### src/rtl/wb_regfile_pkg.sv
// Shared pipeline definitions for the MIPS write-back stage: WB control field layout,
// default widths and the hard-wired zero register index.
package wb_regfile_pkg;

    localparam int DATA_W_DEF      = 32;
    localparam int ADDR_W_DEF      = 5;
    localparam int WB_REGWRITE_BIT = 1;
    localparam int WB_MEMTOREG_BIT = 0;
    localparam int REG_ZERO        = 0;

    // Field order matches WB[1]=RegWrite, WB[0]=MemToReg.
    typedef struct packed {
        logic regwrite;
        logic memtoreg;
    } wb_ctrl_t;

endpackage

### src/rtl/wb_regfile_2r1w.sv
// 2-read / 1-write architectural register file with hard-wired zero register and
// same-cycle write-through bypass on both read ports.
module regfile_2r1w
    import wb_regfile_pkg::*;
#(
    parameter int DATA_W = DATA_W_DEF,
    parameter int ADDR_W = ADDR_W_DEF
) (
    input  logic              clk,
    input  logic              rst,
    input  logic              we,
    input  logic [ADDR_W-1:0] waddr,
    input  logic [DATA_W-1:0] wdata,
    input  logic [ADDR_W-1:0] raddr_a,
    input  logic [ADDR_W-1:0] raddr_b,
    output logic [DATA_W-1:0] rdata_a,
    output logic [DATA_W-1:0] rdata_b
);

    localparam int NREGS = 2 ** ADDR_W;

    logic [DATA_W-1:0] mem [NREGS];

    always_ff @(posedge clk) begin
        if (rst) begin
            for (int i = 0; i < NREGS; i++) begin
                mem[i] <= '0;
            end
        end else if (we && (waddr != ADDR_W'(REG_ZERO))) begin
            mem[waddr] <= wdata;
        end
    end

    // Zero register wins over bypass; bypass wins over storage.
    function automatic logic [DATA_W-1:0] read_port(
        input logic [ADDR_W-1:0] raddr,
        input logic              bypass_we,
        input logic [ADDR_W-1:0] bypass_addr,
        input logic [DATA_W-1:0] bypass_data,
        input logic [DATA_W-1:0] stored
    );
        if (raddr == ADDR_W'(REG_ZERO)) begin
            return '0;
        end else if (bypass_we && (raddr == bypass_addr)) begin
            return bypass_data;
        end else begin
            return stored;
        end
    endfunction

    always_comb begin
        rdata_a = read_port(raddr_a, we, waddr, wdata, mem[raddr_a]);
        rdata_b = read_port(raddr_b, we, waddr, wdata, mem[raddr_b]);
    end

endmodule

### src/rtl/wb_regfile.sv
// MIPS write-back stage: selects load data or ALU result, qualifies the write enable,
// commits into the register file and counts committed writes.
module wb_regfile
    import wb_regfile_pkg::*;
#(
    parameter int DATA_W = DATA_W_DEF,
    parameter int ADDR_W = ADDR_W_DEF
) (
    input  logic              clk,
    input  logic              rst,
    input  logic [DATA_W-1:0] ReadData,
    input  logic [1:0]        WB,
    input  logic [DATA_W-1:0] AluResult,
    input  logic [ADDR_W-1:0] Mux,
    input  logic [ADDR_W-1:0] rs_addr,
    input  logic [ADDR_W-1:0] rt_addr,
    output logic [DATA_W-1:0] rs_data,
    output logic [DATA_W-1:0] rt_data,
    output logic [DATA_W-1:0] wb_data,
    output logic [ADDR_W-1:0] wb_addr,
    output logic              wb_we,
    output logic [31:0]       wr_count
);

    wb_ctrl_t wb_ctrl;

    always_comb begin
        wb_ctrl = wb_ctrl_t'(WB);
        wb_data = wb_ctrl.memtoreg ? ReadData : AluResult;
        wb_addr = Mux;
        // Writes to r0 and writes during reset are dropped, not deferred.
        wb_we   = wb_ctrl.regwrite && (Mux != ADDR_W'(REG_ZERO)) && !rst;
    end

    always_ff @(posedge clk) begin
        if (rst) begin
            wr_count <= '0;
        end else if (wb_we) begin
            wr_count <= wr_count + 32'd1;
        end
    end

    regfile_2r1w #(
        .DATA_W (DATA_W),
        .ADDR_W (ADDR_W)
    ) u_regfile (
        .clk     (clk),
        .rst     (rst),
        .we      (wb_we),
        .waddr   (wb_addr),
        .wdata   (wb_data),
        .raddr_a (rs_addr),
        .raddr_b (rt_addr),
        .rdata_a (rs_data),
        .rdata_b (rt_data)
    );

endmodule

### config.mk
export PLATFORM = sky130hd
export DESIGN_NAME = wb_regfile
export DESIGN_NICKNAME = d
export VERILOG_FILES = /design/src/rtl/wb_regfile_pkg.sv /design/src/rtl/wb_regfile_2r1w.sv /design/src/rtl/wb_regfile.sv
export SDC_FILE = /design/constraint.sdc
export NUM_CORES = 2
export LEC_CHECK = 0
export CAP_MARGIN = 10
export CELL_PAD_IN_SITES_DETAIL_PLACEMENT = 1
export CELL_PAD_IN_SITES_GLOBAL_PLACEMENT = 1
export CORE_ASPECT_RATIO = 1.1
export CORE_MARGIN = 5
export CORE_UTILIZATION = 51
export DETAILED_ROUTE_END_ITERATION = 6
export MAX_ROUTING_LAYER = met4
export PLACE_DENSITY = 0.92
export REMOVE_ABC_BUFFERS = 1
export SYNTH_ARGS = -nofsm -noshare
export SYNTH_HDL_FRONTEND = slang
export SYNTH_SLANG_ARGS = --single-unit
### constraint.sdc
create_clock -name clk -period 4 [get_ports clk]
set_clock_uncertainty 0.2 [all_clocks]
set_input_delay 0.8 -clock clk [delete_from_list [all_inputs] [get_ports clk]]
set_output_delay 0.8 -clock clk [all_outputs]
set_load 0.1 [all_outputs]
==> flow_summary.json, run 1 <==
{
  "start_util_pct": 51.14,
  "cts_root_buffer": "clkbuf_16",
  "clockBufferDepth": 3,
  "io_pins": 217,
  "placed_area_um2": 64070,
  "tool.error": "[ERROR GRT-0232] Routing congestion too high. Check the congestion heatmap in the GUI.",
  "synth_top_area_share_pct": 56.25,
  "dp_hpwl_um": 165500,
  "die_x_um": 322.1,
  "port_buffers": 216,
  "postGrtWorstEndpoint": "rs_data[0]",
  "ys_types": 65,
  "worstEpCategory": "output port",
  "yosysWarnings": 0,
  "synth_enable_flop_cells": 1024,
  "num_rows": 126,
  "lastStage": "5_1_grt",
  "status": "aborted with a tool error",
  "yosys.area.top_type": "edfxtp_1",
  "synthTopCellsByArea": "edfxtp_1 56%, mux4_2 16%, nor2_1 7.8%",
  "ctsHoldBuffers": 0,
  "synthesis.area_um2": 54660,
  "avgSynthCellArea_um2": 13.36,
  "grt_max_degree": 40,
  "antenna_found_initial": 37,
  "h-tree-depth": 3,
  "cts-buffers-inserted": 110,
  "synth_flop_cell": "edfxtp_1",
  "ys_ff_latch": 1056,
  "clock_sinks": 1056,
  "die_h_um": 353.4,
  "globalplace.congestion": 0.9812,
  "synthArstFlopShare_pct": 0,
  "gr-total-overflow": 133,
  "globalRouteTotalUtil_pct": 72.64,
  "synth_cells": 4090,
  "yosysSeqAreaShare_pct": 57.43
}
## Yosys cell counts (2+ instances only)
| master | n |
|---|---|
| nor2_1 | 1137 |
| edfxtp_1 | 1024 |
| mux4_2 | 386 |
| clkbuf_1 | 279 |
| mux2i_1 | 206 |
| nor3_1 | 144 |
| mux2_2 | 119 |
| a211oi_1 | 99 |
| buf_2 | 95 |
| o22ai_1 | 92 |
| o221ai_1 | 59 |
| a221o_1 | 54 |
| nand2_1 | 43 |
| nand2b_1 | 40 |
| inv_1 | 38 |
| dfxtp_1 | 32 |
| buf_4 | 30 |
| xnor2_1 | 23 |
| a21oi_1 | 22 |
| buf_1 | 21 |
| nand3_1 | 16 |
| o21ai_0 | 14 |
| nor4_1 | 13 |
| or3_1 | 10 |
| a221oi_1 | 8 |
| nand3b_1 | 7 |
| buf_6 | 6 |
| nand4_1 | 6 |
| nor2b_1 | 5 |
| o211ai_1 | 5 |
| xor2_1 | 5 |
| a22oi_1 | 4 |
| o21a_1 | 4 |
| clkbuf_8 | 3 |
| nor3b_1 | 3 |
| or3b_2 | 3 |
| and2_2 | 2 |
| and4_1 | 2 |
| nor4b_1 | 2 |
| or2_2 | 2 |
| or4_1 | 2 |
| or4_4 | 2 |
## routing by layer
metal,global-route usage [%],GRT overflow
met5,-,-
met4,70.89,64
met3,59.71,2
met2,85.21,62
met1,70.67,5
## per-stage QoR
step / std cells / util (%) / hold slack (ns) / setup WS (ns) / TNS (ns)
4_1_cts: 6206 / 67.09 / 0.2531 / -0.1417 / -2.397
3_5_place_dp: 5918 / 59.94 / 0.2946 / -0.8499 / -29.97
3_3_place_gp: 5918 / 59.94 / 0.2765 / -0.7641 / -16.63
2_1_floorplan: 3685 / - / 0.6691 / -5.968 / -278.88
## repair_timing
action	in CTS
endpoints found under the setup margin	64
cloned	13
pin swaps	115
gates resized for setup	558
buffers inserted	110
## cells by family after synthesis
logic type | after synthesis | share of synthesized area [%]
mux | 711 | 22.13
xor+xnor | 28 | 0.4486
other cells | 1 | 0.006860
fa+ha+maj | 1 | 0.02289
compound gates | 369 | 5.153
buf+inv | 475 | 3.846
flops | 1056 | 57.43
simple gates | 1449 | 10.97
==> inputs of run 2 (changes only) <==
--- a/config.mk
+++ b/config.mk
@@ -6,14 +6,10 @@
 export NUM_CORES = 2
 export LEC_CHECK = 0
 export CAP_MARGIN = 10
-export CELL_PAD_IN_SITES_DETAIL_PLACEMENT = 1
-export CELL_PAD_IN_SITES_GLOBAL_PLACEMENT = 1
-export CORE_ASPECT_RATIO = 1.1
 export CORE_MARGIN = 5
-export CORE_UTILIZATION = 51
+export CORE_UTILIZATION = 40
 export DETAILED_ROUTE_END_ITERATION = 6
-export MAX_ROUTING_LAYER = met4
-export PLACE_DENSITY = 0.92
+export PLACE_DENSITY_LB_ADDON = 0.15
 export REMOVE_ABC_BUFFERS = 1
 export SYNTH_ARGS = -nofsm -noshare
 export SYNTH_HDL_FRONTEND = slang
==> flow_summary.json, run 2 <==
{
  "seq_power_share_pct": 43.4,
  "internal_power_uw": 21420,
  "ys_types": 65,
  "synth_top_area_share_pct": 56.25,
  "worstSetupPathType": "in2out",
  "io_pins": 217,
  "drtAntennaViolNets": 0,
  "grt_setup_unrepaired": "true",
  "critPathLaunchType": "input pin",
  "regArea_um2": 31390,
  "layout_common_cells": "1134 x nor2_1, 1024 x edfxtp_1, 546 x buf_4",
  "final_common_cell": "nor2_1",
  "power_density_nw_per_um2": 417.4,
  "synth_most_common_cell": "nor2_1",
  "placedCellCount": 6306,
  "clock_sinks": 1056,
  "vias_per_cell": 6.228,
  "vias": 41260,
  "core_um2": 135600,
  "num_rows": 135,
  "largest_register": "u_regfile.mem",
  "violations": "negative setup slack",
  "layout-drive-gt1-share_pct": 37.65,
  "area_delta_synth_final_pct": 31.34,
  "cts_root_buffer": "clkbuf_16",
  "synth_flop_cell": "edfxtp_1",
  "grt_max_degree": 44,
  "avgSynthCellArea_um2": 13.36,
  "power_leakage_uw": 0.02597,
  "cap_violations": 0,
  "yosys-top-cells-count": "1137 x nor2_1, 1024 x edfxtp_1, 386 x mux4_2, 279 x clkbuf_1, 206 x mux2i_1",
  "gr-total-overflow": 0,
  "drt_iter0_drc": 5227,
  "synthArstFlopShare_pct": 0,
  "start_util_pct": 40.30,
  "fin_cells": 6624,
  "synth_cells": 4090,
  "required_ns": 3.00,
  "status": "finished, violations left",
  "slew_headroom_pct": 31.58,
  "irDropWorstVdd_mv": 0.3562,
  "hold_viol_final": 0,
  "cts_tree": "yes",
  "critPathTopFamily": "buffers and inverters",
  "finalCritPeriodShare_pct": 101.4,
  "ys_ff_latch": 1056,
  "worst_hold_slack_ns": 0.2388,
  "slowest_stage": "or4_4",
  "cp_slowest_stage_delay_ns": 0.55,
  "multi_input_area_um2": 23360,
  "p_clk_share_pct": 35.9,
  "crit_buf_inv": 6,
  "final_util_pct": 52.93,
  "clk_pin_slew_ns": 0.06,
  "insertion_delay_ns": 0.72,
  "largest_reg_flops": 1024,
  "synthesis.area_um2": 54660,
  "die_h_um": 379.7,
  "period_needed_ns": 4.058,
  "synthTopCellsByArea": "edfxtp_1 56%, mux4_2 16%, nor2_1 7.8%",
  "yosysSeqAreaShare_pct": 57.43,
  "crit_fanout": 7,
  "drv_slew": 0,
  "path_cells": "buf_6 > or4_4 > o21ai_4 > nor4_4 > buf_12 > bufbuf_16 > buf_8 > a211oi_4 > buf_4 > buf_12",
  "p_switching_uw": 8553,
  "die_x_um": 379.7,
  "max_freq_mhz": 246.5,
  "h-tree-depth": 3,
  "synth_enable_flop_cells": 1024,
  "clockBufferDepth": 3,
  "setup_total_negative_slack_ns": -0.2240,
  "setup_viol": 9,
  "yosysWarnings": 0,
  "crit_path_end_kind": "output port",
  "dp_hpwl_um": 139800,
  "nFillCells": 11260,
  "wl_per_cell_um": 33.14,
  "combPwrFrac_pct": 20.7,
  "globalRouteTotalUtil_pct": 29.64,
  "grt_pass1_wl_um": 308400,
  "arrival_ns": 3.06,
  "yosys.area.top_type": "edfxtp_1",
  "cts-buffers-inserted": 120,
  "antenna_found_initial": 0,
  "swShare_pct": 28.54,
  "final_net_count": 4834,
  "globalplace.congestion": 0.8738,
  "setup_slack_ns": -0.05759,
  "firstDrtPassIters": 6,
  "routed_wl_um": 219500,
  "reg_top3": "u_regfile.mem: 1024 flops, wr_count: 32 flops",
  "cp_common_cell": "buf_12",
  "hold_class": "in2reg",
  "finalPower_uw": 29970,
  "worst_pin_slew_ns": 1.023,
  "port_buffers": 216,
  "dieArea_um2": 144100,
  "grt_pass1_vias": 41490,
  "drc": 0
}
run 2: cell families (layout without fill, tap and decap cells):
logic type | Yosys count | count (layout) | share of synthesized area, %
muxes | 711 | 711 | 22.13
other | 1 | 33 | 0.006860
AOI/OAI and AO/OA | 369 | 369 | 5.153
and+or+nand+nor | 1449 | 1449 | 10.97
DFF | 1056 | 1056 | 57.43
xor gates and xnor gates | 28 | 28 | 0.4486
adders and majority gates | 1 | 1 | 0.02289
buffers and inverters | 475 | 1196 | 3.846
run 2: power by group through the flow:
stage | clock network [uW] | registers [uW] | logic [uW]
floorplan | 0 | 13100 | 2680
CTS | 10900 | 13000 | 6030
global placement | 0 | 13200 | 5710
finish | 10800 | 13000 | 6190
detailed placement | 0 | 13200 | 5710
global route | 11300 | 13100 | 6360
run 2: final timing paths:
kind / from / endpoint / slack (ns) / cells after the start
max: Mux[1] / rt_data[3] / -0.06 / 10
min: rst / u_regfile.mem[0][30]$_SDFFCE_PN0P_ / 0.24 / 1
max reg2reg: wr_count[3]$_SDFFE_PP0P_ / wr_count[30]$_SDFFE_PP0P_ / 1.55 / 5
min reg2reg: wr_count[26]$_SDFFE_PP0P_ / wr_count[26]$_SDFFE_PP0P_ / 0.29 / 2
run 2: worst register-to-register path: cells and delay by family (launching register included):
kind             cells  cell delay (ns)
AO/OA/AOI/OAI        1             0.15
AND/OR/NAND/NOR      4             1.55
flip-flops           1             0.47
run 2: per-layer routing:
metal	GRT usage [%]	up-vias	wire length (um)
li1	-	16880	-
met1	39.73	21330	84270
met2	47.30	2569	101500
met3	6.026	475	22240
met4	12.51	0	11530
met5	0	-	0
run 2: metrics by stage:
step                      cell area [um^2]  setup WS (ns)
final                                71790       -0.05759
after global routing                 71790       -0.07778
after CTS                            70810       -0.07784
after detailed placement             64820         -1.116
after global placement               64820         -1.174
after floorplan                      52820         -5.968
run 2: area by class of cell:
type	count	area share (%)
diodes	1	0.003486
clock buffers	148	4.389
clock inverters	66	0.8157
inverters	39	0.2039
multi-input cells	2590	32.55
flip-flops and latches	1056	43.72
well taps	1781	3.104
repair buffers	943	15.21
run 2: repair_timing:
item / 4_1_cts / 5_1_grt
resized for setup: 260 / 132
setup endpoints to repair: 64 / 58
buffers inserted: 77 / 24
hold endpoints to repair: 0 / 0
pin swaps: 57 / 53
hold buffers: 0 / 0
cloned: 12 / 5
No activity file was read; power rests on OpenSTA's default activity.
